## src/rtl/random_range.sv

```systemverilog
// Returns one value uniformly distributed in [0, limit) by rejection sampling a
// free-running random word, with a single-subtraction fallback that bounds latency.
module random_range #(
    parameter int unsigned GAP       = 16,
    parameter int unsigned MAX_TRIES = 8
) (
    input  logic        clk,
    input  logic        rst,
    input  logic [15:0] random,
    input  logic        req,
    input  logic [15:0] limit,
    output logic        busy,
    output logic        valid,
    output logic [15:0] value,
    output logic        fallback
);

    typedef enum logic [2:0] {IDLE, MASK, DRAW, REDUCE, DONE} state_t;

    localparam logic [15:0] GAP_RELOAD = 16'(GAP - 1);
    localparam logic [7:0]  LAST_TRY   = 8'(MAX_TRIES - 1);

    state_t      state_q;
    logic [15:0] lim_q;
    logic [15:0] mask_q;
    logic [15:0] gap_q;
    logic [7:0]  try_q;
    logic [15:0] cand_q;
    logic [15:0] value_q;
    logic        valid_q;
    logic        busy_q;
    logic        fallback_q;

    logic [15:0] mask_d;
    logic [15:0] cand;
    logic        accept;

    // Smear the top set bit of (lim-1) downwards; lim==0 wraps to all ones.
    always_comb begin
        mask_d = lim_q - 16'd1;
        mask_d = mask_d | (mask_d >> 1);
        mask_d = mask_d | (mask_d >> 2);
        mask_d = mask_d | (mask_d >> 4);
        mask_d = mask_d | (mask_d >> 8);
        cand   = random & mask_q;
        accept = (lim_q == '0) || (cand < lim_q);
    end

    always_ff @(posedge clk or negedge rst) begin
        if (!rst) begin
            state_q    <= IDLE;
            lim_q      <= '0;
            mask_q     <= '0;
            gap_q      <= '0;
            try_q      <= '0;
            cand_q     <= '0;
            value_q    <= '0;
            valid_q    <= 1'b0;
            busy_q     <= 1'b0;
            fallback_q <= 1'b0;
        end else begin
            valid_q <= 1'b0;
            unique case (state_q)
                IDLE: begin
                    if (req) begin
                        lim_q   <= limit;
                        busy_q  <= 1'b1;
                        state_q <= MASK;
                    end
                end
                MASK: begin
                    mask_q  <= mask_d;
                    gap_q   <= GAP_RELOAD;
                    try_q   <= '0;
                    state_q <= DRAW;
                end
                DRAW: begin
                    if (gap_q != '0) begin
                        gap_q <= gap_q - 16'd1;
                    end else if (accept) begin
                        value_q    <= cand;
                        fallback_q <= 1'b0;
                        valid_q    <= 1'b1;
                        state_q    <= DONE;
                    end else if (try_q == LAST_TRY) begin
                        cand_q  <= cand;
                        state_q <= REDUCE;
                    end else begin
                        try_q <= try_q + 8'd1;
                        gap_q <= GAP_RELOAD;
                    end
                end
                REDUCE: begin
                    // mask < 2*lim, so one subtraction always lands in range.
                    value_q    <= cand_q - lim_q;
                    fallback_q <= 1'b1;
                    valid_q    <= 1'b1;
                    state_q    <= DONE;
                end
                DONE: begin
                    busy_q  <= 1'b0;
                    state_q <= IDLE;
                end
                default: state_q <= IDLE;
            endcase
        end
    end

    assign busy     = busy_q;
    assign valid    = valid_q;
    assign value    = value_q;
    assign fallback = fallback_q;

endmodule

```

## config.mk

```make
export PLATFORM = sky130hd
export DESIGN_NAME = random_range
export DESIGN_NICKNAME = d
export VERILOG_FILES = /design/src/rtl/random_range.sv
export SDC_FILE = /design/constraint.sdc
export NUM_CORES = 1
export LEC_CHECK = 0
export BUFFER_PORTS_ARGS = -buffer_cell sky130_fd_sc_hd__buf_2
export CORE_UTILIZATION = 26
export DETAILED_ROUTE_END_ITERATION = 12
export PLACE_DENSITY = 0.39
export RECOVER_POWER = 100
export SLEW_MARGIN = 0
export SYNTH_ARGS = -nofsm -noshare
export SYNTH_HDL_FRONTEND = slang
export SYNTH_SLANG_ARGS = --single-unit
```

## constraint.sdc

```tcl
create_clock -name clk -period 4.1 [get_ports clk]
set_clock_uncertainty 0.05 [all_clocks]
set_input_delay 1.23 -clock clk [delete_from_list [all_inputs] [get_ports clk]]
set_output_delay 1.23 -clock clk [all_outputs]
set_load 0.01 [all_outputs]
```

Word-level counts from Yosys, hierarchy flattened
Index checks and enable logic that the tools add are counted.
{ "totals": {"in_bits": 35, "output_inout_bits": 19, "register_bits": 94} }
{ "classes": {"reduce_logical": 14, "eq_ne": 13, "n_addsub": 4, "bitwise_logic": 7, "muxes": 24, "n_lt_le_gt_ge": 1} }
{ "ops": {"columns": ["op", "count"], "rows": [
  ["two-way mux 16 bit", 5],
  ["one-hot mux 16 bit (2 select lines)", 2],
  ["subtractor 16 x 1 -> 16 bit (second input constant)", 2],
  ["two-way mux 8 bit", 3],
  ["bitwise AND 16 bit", 1],
  ["logical NOT 16 bit", 1],
  ["< comparator 16 bit", 1],
  ["bitwise OR 16 x 12 -> 16 bit", 1],
  ["bitwise OR 16 x 14 -> 16 bit", 1],
  ["bitwise OR 16 x 15 -> 16 bit", 1],
  ["bitwise OR 16 x 8 -> 16 bit", 1],
  ["one-hot mux 8 bit (2 select lines)", 1],
  ["nonzero test 16 bit", 1],
  ["subtractor 16 bit", 1],
  ["two-way mux 3 bit", 4],
  ["one-hot mux 3 bit (4 select lines)", 1],
  ["!= test 2 bit (second input constant)", 5],
  ["!= test 3 bit (second input constant)", 3],
  ["AND reduction 3 bit", 3],
  ["adder 8 x 1 -> 8 bit (second input constant)", 1],
  ["equality test 8 x 3 -> 1 bit (second input constant)", 1],
  ["AND reduction 4 bit", 2],
  ["equality test 3 x 2 -> 1 bit (second input constant)", 2],
  ["one-hot mux 1 bit (2 select lines)", 3],
  ["other kinds (8)", 16]
]} }

Logic depth before layout (Yosys ltp)
Gate-level depths: netlist of run 1.
{ "logic_depth": {"ltp_word": 6, "mapped_depth": 12} }

Worst setup path before layout of run 1
Ideal clock, no wire load.
{ "synth_path": {"path_type": "in2reg", "from": "input random[2]", "to": "register cand_q[10]", "arrival_time_ps": 3430, "required_time_ps": 3925, "cell_stages": 10, "slack_ps": 496, "path_cell_list": "and2_1 ha_1 a21oi_1 o221ai_1 a211oi_1 o21ai_0 nand2b_1 nor2_2 buf_4 mux2_2"} }
{ "synth_via": {"elab_chain_cells": 5} }
{ "synth_lines": {"columns": ["item", "line_no", "source"], "rows": [
  ["start, declared", "9", "input logic [15:0] random,"],
  ["bitwise AND 16 bit", "45", "cand = random & mask_q;"],
  ["< comparator 16 bit", "46", "accept = (lim_q == '0) || (cand < lim_q);"],
  ["logical OR 1 bit", "46", null],
  ["NOT 1 bit (no source line)", null, null],
  ["AND reduction 4 bit (no source line)", null, null],
  ["end signal, assigned", "86", "cand_q <= cand;"],
  ["end, declared", "28", "logic [15:0] cand_q;"]
]} }
No other way between the ends.
A chain may end at the register's enable or synchronous reset.

Worst setup path in the final report of run 1
{ "layout_path": {"from": "input random[3]", "to": "register cand_q[0]"} }
{ "layout_via": {"elab_chain_cells": 5} }
{ "layout_lines": {"columns": ["item", "line_no", "source"], "rows": [
  ["bitwise AND 16 bit", "45", null],
  ["named net cand[3]", "35", "logic [15:0] cand;"],
  ["< comparator 16 bit", "46", null],
  ["logical OR 1 bit", "46", null],
  ["NOT 1 bit (no source line)", null, null],
  ["AND reduction 4 bit (no source line)", null, null]
]} }
The timed path passes the listed nets, and every way through them passes these cells.

==> results.txt, run 1 <==
Post-Syn Instances = 612
Hold-fix buffers, CTS = 0
DR DRC count = 0
Failing checks = capacitance limit, slew limit
WHS Path Cells = 2
Port-buffer cells = 53
Cell family with most CP delay = buffers and inverters
Crit-path max cell delay = 0.41 ns
Area post-placement = 6330 µm²
Postcts setup bufs = 0
Synth area leaders = dfrtp_1 (41%), ha_1 (7.4%), o21ai_0 (5.0%)
Die W = 151 µm
Finished layout cell area = 6560 µm²
Clock insertion delay at the later pin of the skew report = 0.35 ns
Top FF cell, synth = dfrtp_1
Congestion Overflow GR = 0
GR Util met2 = 0.262
Avg Synthesized Cell Area = 9.37 µm²
CP max FO = 16
Worst path depth = 13
EDFF count, synth = 0
Share of cells above drive strength 1 = 0.127
Inserted Clock Buffers = 9
Vias in the first global route = 4781
Synth warn = 0
Leading area contributor after synthesis = dfrtp_1
Worst path cell trace = buf_2, and2_0, ha_1, nand3_1, o221ai_1, a211oi_1, buf_4, o21ai_0, clkbuf_1, nand2b_1, nor2_1, clkbuf_2, mux2_2
Die ar. = 22700 µm²
Initial antenna violation count = 2
DP HPWL = 12.1 mm
WL per Instance = 16.9 µm
Met3 Usage GRT = 0.0330
CTS tree = yes
Clock Tree Buf Depth = 2
Post-synth top area share = 0.410
Final wirelength = 16.0 mm
Met1 Usage GRT = 0.187
Syn Nets = 682
Register bit total from synthesis = 94
Synthesized area = 5730 µm²
Final TNS setup = 0 ns
Clock-pin slew on the worst setup and hold paths = 0.07 ns
Fmax achieved = 268 MHz
Root Buffer = clkbuf_16
CP arrival = 3.92 ns
RSZ-0062 raised after global routing = no
Fin. max-slew vios = 33
Busiest grt layer = met2
H-tree levels = 3
Area Overhead vs Synth = 14.4%
Leakage Power = 2.90 nW
Crit. End Element = flop
Final period util = 0.912
CTS resizes = 0
WP buf/inv = 4
Power per cell area = 643 nW/µm²
CP max stage cell = clkbuf_2
Final design utilization = 0.307
Endpoints failing setup = 0
Sequential area share after synthesis = 0.410
Worst Reg-to-Reg Cells = 9
CP Class = in -> reg
IO Pins = 54
Hold Vio Cnt, Final = 0
Via count = 4732
Maximum VDD drop = 0.266 mV
Initial DRT Pass Iterations = 4
CTS sink count = 94
Number of distinct library cells after synthesis = 66
All-layer global routing usage = 0.152
Min cycle time layout = 3.74 ns
HP Class = reg -> reg
Die height = 151 µm
Largest net degree at the start of global routing = 52
Max-Cap Viols = 1
Global-route wire length before repair = 25.9 mm
Detailed Route Iter0 Violations = 278
ANT nets after route = 0
Ys async rst share = 1.00
Core Box Area = 21400 µm²
DR vias/cell = 5.02
Worst slew pin tran = 1.82 ns
Worst slew margin = -0.215
Kind of start point of the critical path = input pin
Worst Path Required = 4.28 ns
GP Congestion = 0.856
Outcome = complete, but fails checks
Initial core utilization = 0.269
# rows = 53
Final-stage net count = 733
## synthesized netlist by cell type (all sizes together) (4+ instances only)
master / instances
and3: 8
and2: 19
a31oi: 12
mux2: 16
or4: 11
a211o: 4
o21a: 6
buf: 12
nand4: 6
or3: 13
o31ai: 6
xor2: 7
ha: 34
inv: 26
o21ai: 57
nand2: 55
nor3: 20
nor4: 7
a21o: 7
o211ai: 4
xnor2: 11
mux2i: 19
a211oi: 8
nand2b: 6
dfrtp: 94
nor2: 39
clkbuf: 15
a21oi: 34
nand3: 13
## per-layer routing
layer	part of all wire	routed length (µm)
met4	0.014	227
met1	0.46	7330
met5	0.00050	8
met3	0.036	582
met2	0.49	7810
## logic make-up after synthesis
family	share of synthesized area
AOI/OAI and AO/OA	0.178
buffers and inverters	0.0408
and+or+nand+nor	0.201
DFF	0.410
adders and majority gates	0.0777
xor gates and xnor gates	0.0275
muxes	0.0646
## worst reg2reg max path, delay by kind of cell, from the launching register on
kind / cells / cell delay [ns]
AO/OA/AOI/OAI: 4 / 1.28
adder cells (fa/ha/maj): 1 / 0.42
buffers and inverters: 1 / 0.20
flip-flops: 1 / 0.43
AND/OR/NAND/NOR: 3 / 1.18
## stage by stage
stage                     power, mW  hold WS [ns]  instances  setup slack, ns
after CTS                      4.33         0.428        942            0.473
after detailed placement       3.40         0.413        927            0.315
after global routing           4.59         0.454        942            0.160
final                          4.22         0.424        943            0.363
after floorplan                2.74         0.380        612            0.496
after global placement         3.38         0.406        927            0.348
## state kept, by name (all words and copies together), names as in the netlist, 3 cells and up
name and count:
cand_q 16, gap_q 16, lim_q 16, mask_q 16, value 16, try_q 8, state_q 3
## cell type report
| cell class | instances | area, µm² |
|---|---|---|
| Inverter | 26 | 97.6 |
| Antenna cell | 1 | 2.50 |
| Tap cell | 275 | 344 |
| Multi-Input combinational cell | 465 | 3140 |
| Clock inverter | 4 | 72.6 |
| Timing Repair Buffer | 67 | 325 |
| Clock buffer | 11 | 233 |
| Sequential cell | 94 | 2350 |
| Fill cell | 2300 | 14800 |
## cells in the final DEF, fill, tap and decap left out, types with 4 or more instances in the layout
master / netlist / final
dfrtp_1: 94 / 94
o21ai_0: 57 / 57
nand2_1: 53 / 55
nor2_1: 38 / 39
a21oi_1: 34 / 34
ha_1: 34 / 34
buf_2: 7 / 33
inv_1: 26 / 26
clkbuf_1: 15 / 26
nor3_1: 20 / 20
mux2i_1: 19 / 19
and2_1: 18 / 16
mux2_2: 16 / 16
nand3_1: 13 / 13
or3_1: 13 / 13
a31oi_1: 12 / 12
xnor2_1: 11 / 11
or4_1: 10 / 10
clkbuf_16: 0 / 9
a211oi_1: 7 / 8
and3_1: 8 / 8
buf_4: 3 / 8
a21o_1: 7 / 7
xor2_1: 7 / 7
nor4_1: 6 / 6
nand4_1: 6 / 6
nand2b_1: 6 / 6
o21a_1: 6 / 6
o31ai_1: 6 / 6
a211o_1: 4 / 4
## path summary, 6_finish.rpt
path / from / end / slack (ns)
hold reg to reg: mask_q[11] / mask_q[11] / 0.42
max in group asynchronous: rst / value[9] / 1.02
setup / recovery: random[3] / cand_q[0] / 0.36
setup reg to reg: lim_q[1] / mask_q[1] / 0.43
hold / removal: mask_q[11] / mask_q[11] / 0.42
min in group asynchronous: rst / cand_q[15] / 1.14
## where the power goes
part	total (mW)	internal (mW)	switching [mW]
clock network	0.900	0.531	0.369
registers	1.43	1.17	0.252
logic	1.90	0.701	1.19
No activity file was read; power rests on OpenSTA's default activity.
==> run 2: changes to the inputs <==
--- a/config.mk
+++ b/config.mk
@@ -5,6 +5,7 @@
 export SDC_FILE = /design/constraint.sdc
 export NUM_CORES = 1
 export LEC_CHECK = 0
+export ABC_AREA = 1
 export BUFFER_PORTS_ARGS = -buffer_cell sky130_fd_sc_hd__buf_2
 export CORE_UTILIZATION = 26
 export DETAILED_ROUTE_END_ITERATION = 12
==> results.txt, run 2 <==
H-tree levels = 3 (unchanged)
Postcts setup bufs = 0 (unchanged)
Clk pwr share = 0.183 (-0.030)
Critical Path Start = random[2]
Crit. End Element = flop
Endpoints failing setup = 0 (unchanged)
Initial antenna violation count = 0 (-2)
Clock insertion delay at the later pin of the skew report = 0.35 ns (about the same)
DP HPWL = 13.5 mm (+12%)
Avg Synthesized Cell Area = 7.36 µm² (-21%)
Root Buffer = clkbuf_16
Flop-to-flop setup slack = 1.04 ns (+0.61 ns)
Final TNS setup = 0 ns (unchanged)
Worst slew pin tran = 1.75 ns (-0.0667 ns)
CP arrival = 3.46 ns (-0.46 ns)
CP max stage cell = nand2_1
Fmax achieved = 305 MHz (+14%)
Hold WS = 0.429 ns (+0.00519 ns)
Initial DRT Pass Iterations = 4 (unchanged)
Die ar. = 24400 µm² (+7.6%)
Cell family with most CP delay = simple AND/OR/NAND/NOR gates
DR DRC count = 0 (unchanged)
Die height = 156 µm (+3.7%)
Vias in the first global route = 5221 (+9.2%)
Worst Hold End = mask_q[4]
Detailed Route Iter0 Violations = 238 (-14%)
Failing checks = capacitance limit, slew limit
Post-Syn Instances = 839 (+37%)
Area Overhead vs Synth = 12.5%
Worst path depth = 17 (+4)
Via count = 5423 (+15%)
Area post-placement = 6770 µm² (+6.9%)
GP Congestion = 0.803 (-6.2%)
Most used cell, CP = nand2_1
EDFF count, synth = 0 (unchanged)
Comb pwr share = 0.478 (+0.029)
RSZ-0062 raised after global routing = no
Congestion Overflow GR = 0 (unchanged)
Leakage Power = 3.47 nW (+20%)
Commonest non-fill, non-tap cells in the layout = nand2_1 (239), nor2_1 (96), dfrtp_1 (94)
Post-synth top area share = 0.381 (-0.0293)
Number of distinct library cells after synthesis = 45 (-32%)
Worst reg2reg path endpoint = value[9]
Crit-path max cell delay = 0.45 ns (+0.04 ns)
Final wirelength = 17.7 mm (+11%)
Outcome = complete, but fails checks
Ys async rst share = 1.00 (unchanged)
WP buf/inv = 3 (-1)
Register bit total from synthesis = 94 (unchanged)
Worst path cell trace = buf_2, nand2_1, inv_1, ha_1, nand2_1, inv_1, nand2_1, nand2_1, nand2_1, nand2_1, nand2_1, nand2_1, nand2_1, nand2_1, nand2_1, nand2_1, nand2_1
CTS tree = yes
Maximum VDD drop = 0.210 mV (-21%)
Hold-fix buffers, CTS = 0 (unchanged)
ANT nets after route = 0 (unchanged)
Hold Crit Start = mask_q[4]
Clock-pin slew on the worst setup and hold paths = 0.07 ns (about the same)
Core Box Area = 23400 µm² (+9.6%)
Inserted Clock Buffers = 9 (unchanged)
Syn Nets = 909 (+33%)
Initial core utilization = 0.264 (-0.00470)
Max-Cap Viols = 1 (unchanged)
Synth warn = 0 (unchanged)
Synth area leaders = dfrtp_1 (38%), nand2_1 (14%), ha_1 (6.9%)
DR vias/cell = 4.47 (-11%)
CTS sink count = 94 (unchanged)
Final-stage net count = 960 (+31%)
WL per Instance = 14.6 µm (-14%)
Worst slew margin = -0.166 (+0.0489)
Synthesized area = 6170 µm² (+7.7%)
CP Class = in -> reg
Power per cell area = 652 nW/µm² (+1.4%)
Worst Reg-to-Reg Cells = 10 (+1)
Share of cells above drive strength 1 = 0.0896 (-0.0379)
Sequential Power Share = 0.338 (about the same)
HP Class = reg -> reg
Hold Vio Cnt, Final = 0 (unchanged)
CP max FO = 17 (+1)
# rows = 56 (+5.7%)
Worst Path Required = 4.28 ns (about the same)
Final design utilization = 0.297 (-0.0106)
Commonest cells post-synth = nand2_1 (237), dfrtp_1 (94), nor2_1 (94), inv_1 (77), nand3_1 (63)
Top-count cell post-synth = nand2_1
P_sw = 2.10 mW (+16%)
Global-route wire length before repair = 29.3 mm (+13%)
Kind of start point of the critical path = input pin
IO Pins = 54 (unchanged)
Largest net degree at the start of global routing = 64 (+23%)
Switching share of total power = 0.464 (+0.0335)
Min cycle time layout = 3.28 ns (-0.457 ns)
Top FF cell, synth = dfrtp_1
Internal power = 2.43 mW (+1.0%)
Fin. max-slew vios = 64 (+94%)
Final period util = 0.800 (-0.112)
Finished layout cell area = 6950 µm² (+5.8%)
Most common cell after layout, fill and taps aside = nand2_1
Antenna cells = 0 (-1)
WHS Path Cells = 2 (unchanged)
R2r startpoint = lim_q[1]
Sequential area share after synthesis = 0.381 (-0.0293)
Leading area contributor after synthesis = dfrtp_1
All-layer global routing usage = 0.156 (+0.00396)
Clock Tree Buf Depth = 2 (unchanged)
Die W = 156 µm (+3.7%)
CTS resizes = 0 (unchanged)
Port-buffer cells = 53 (unchanged)
[run 2: cell count changes in the layout (fill, tap and decap cells not counted), sizes merged, moves of 12 or more]
cell	previous run	this run
mux2i	19	0
and2	19	1
or3	13	0
mux2	16	0
nand3	13	64
inv	26	83
nand2	55	242
a21oi	34	46
nand4	6	19
nor2	39	102
[run 2: layout make-up]
| class | count | area [µm²] |
|---|---|---|
| repair buffers | 61 | 287 |
| fillers | 2669 | 16500 |
| flip-flops and latches | 94 | 2350 |
| inverters | 84 | 315 |
| well taps | 319 | 399 |
| clock inverters | 2 | 17.5 |
| clock buffers | 12 | 267 |
| multi-input cells | 640 | 3310 |
[run 2: tightest hold or removal path, cell delays in order (launching register included)]
cell and delay (ns):
dfrtp_1 0.34, nand2_1 0.05, nand2_1 0.06
[run 2: power by group through the flow]
stage / clock [mW] / sequential [mW] / combinational [mW]
floorplan: 0 / 1.51 / 1.62
global placement: 0 / 1.56 / 2.25
detailed placement: 0 / 1.55 / 2.24
CTS: 0.878 / 1.53 / 2.26
global route: 0.908 / 1.59 / 2.51
finish: 0.831 / 1.53 / 2.17
[run 2: through the flow]
| stage | cells | worst slack [ns] | power, mW |
|---|---|---|---|
| finish | 1212 | 0.820 | 4.53 |
| global route | 1212 | 0.532 | 5.00 |
| CTS | 1212 | 1.18 | 4.67 |
| detailed placement | 1198 | 0.801 | 3.79 |
| global placement | 1198 | 0.822 | 3.81 |
| floorplan | 839 | 1.31 | 3.13 |
[run 2: worst max-delay path by stage]
stage | to | slack (ns)
finish | value[11] | 0.82
CTS | try_q[7] | 1.18
floorplan | value[13] | 1.31
global route | cand_q[7] | 0.53
detailed placement | try_q[7] | 0.80
global placement | try_q[7] | 0.82
[run 2: kinds of logic after synthesis]
kind of cell             after synthesis  share of synthesized area
AND/OR/NAND/NOR                      461                      0.331
AO/OA/AOI/OAI                        122                      0.112
buffers and inverters                105                     0.0727
XOR/XNOR                              22                     0.0312
adder cells (fa/ha/maj)               35                     0.0721
flip-flops                            94                      0.381
[run 2: routing by layer]
metal | share of wire | global-route usage | routed length (µm)
met1 | 0.56 | 0.242 | 9880
met2 | 0.41 | 0.221 | 7200
met4 | 0.0064 | 0.0364 | 114
met3 | 0.031 | 0.0225 | 550
met5 | 0 | 0 | 0
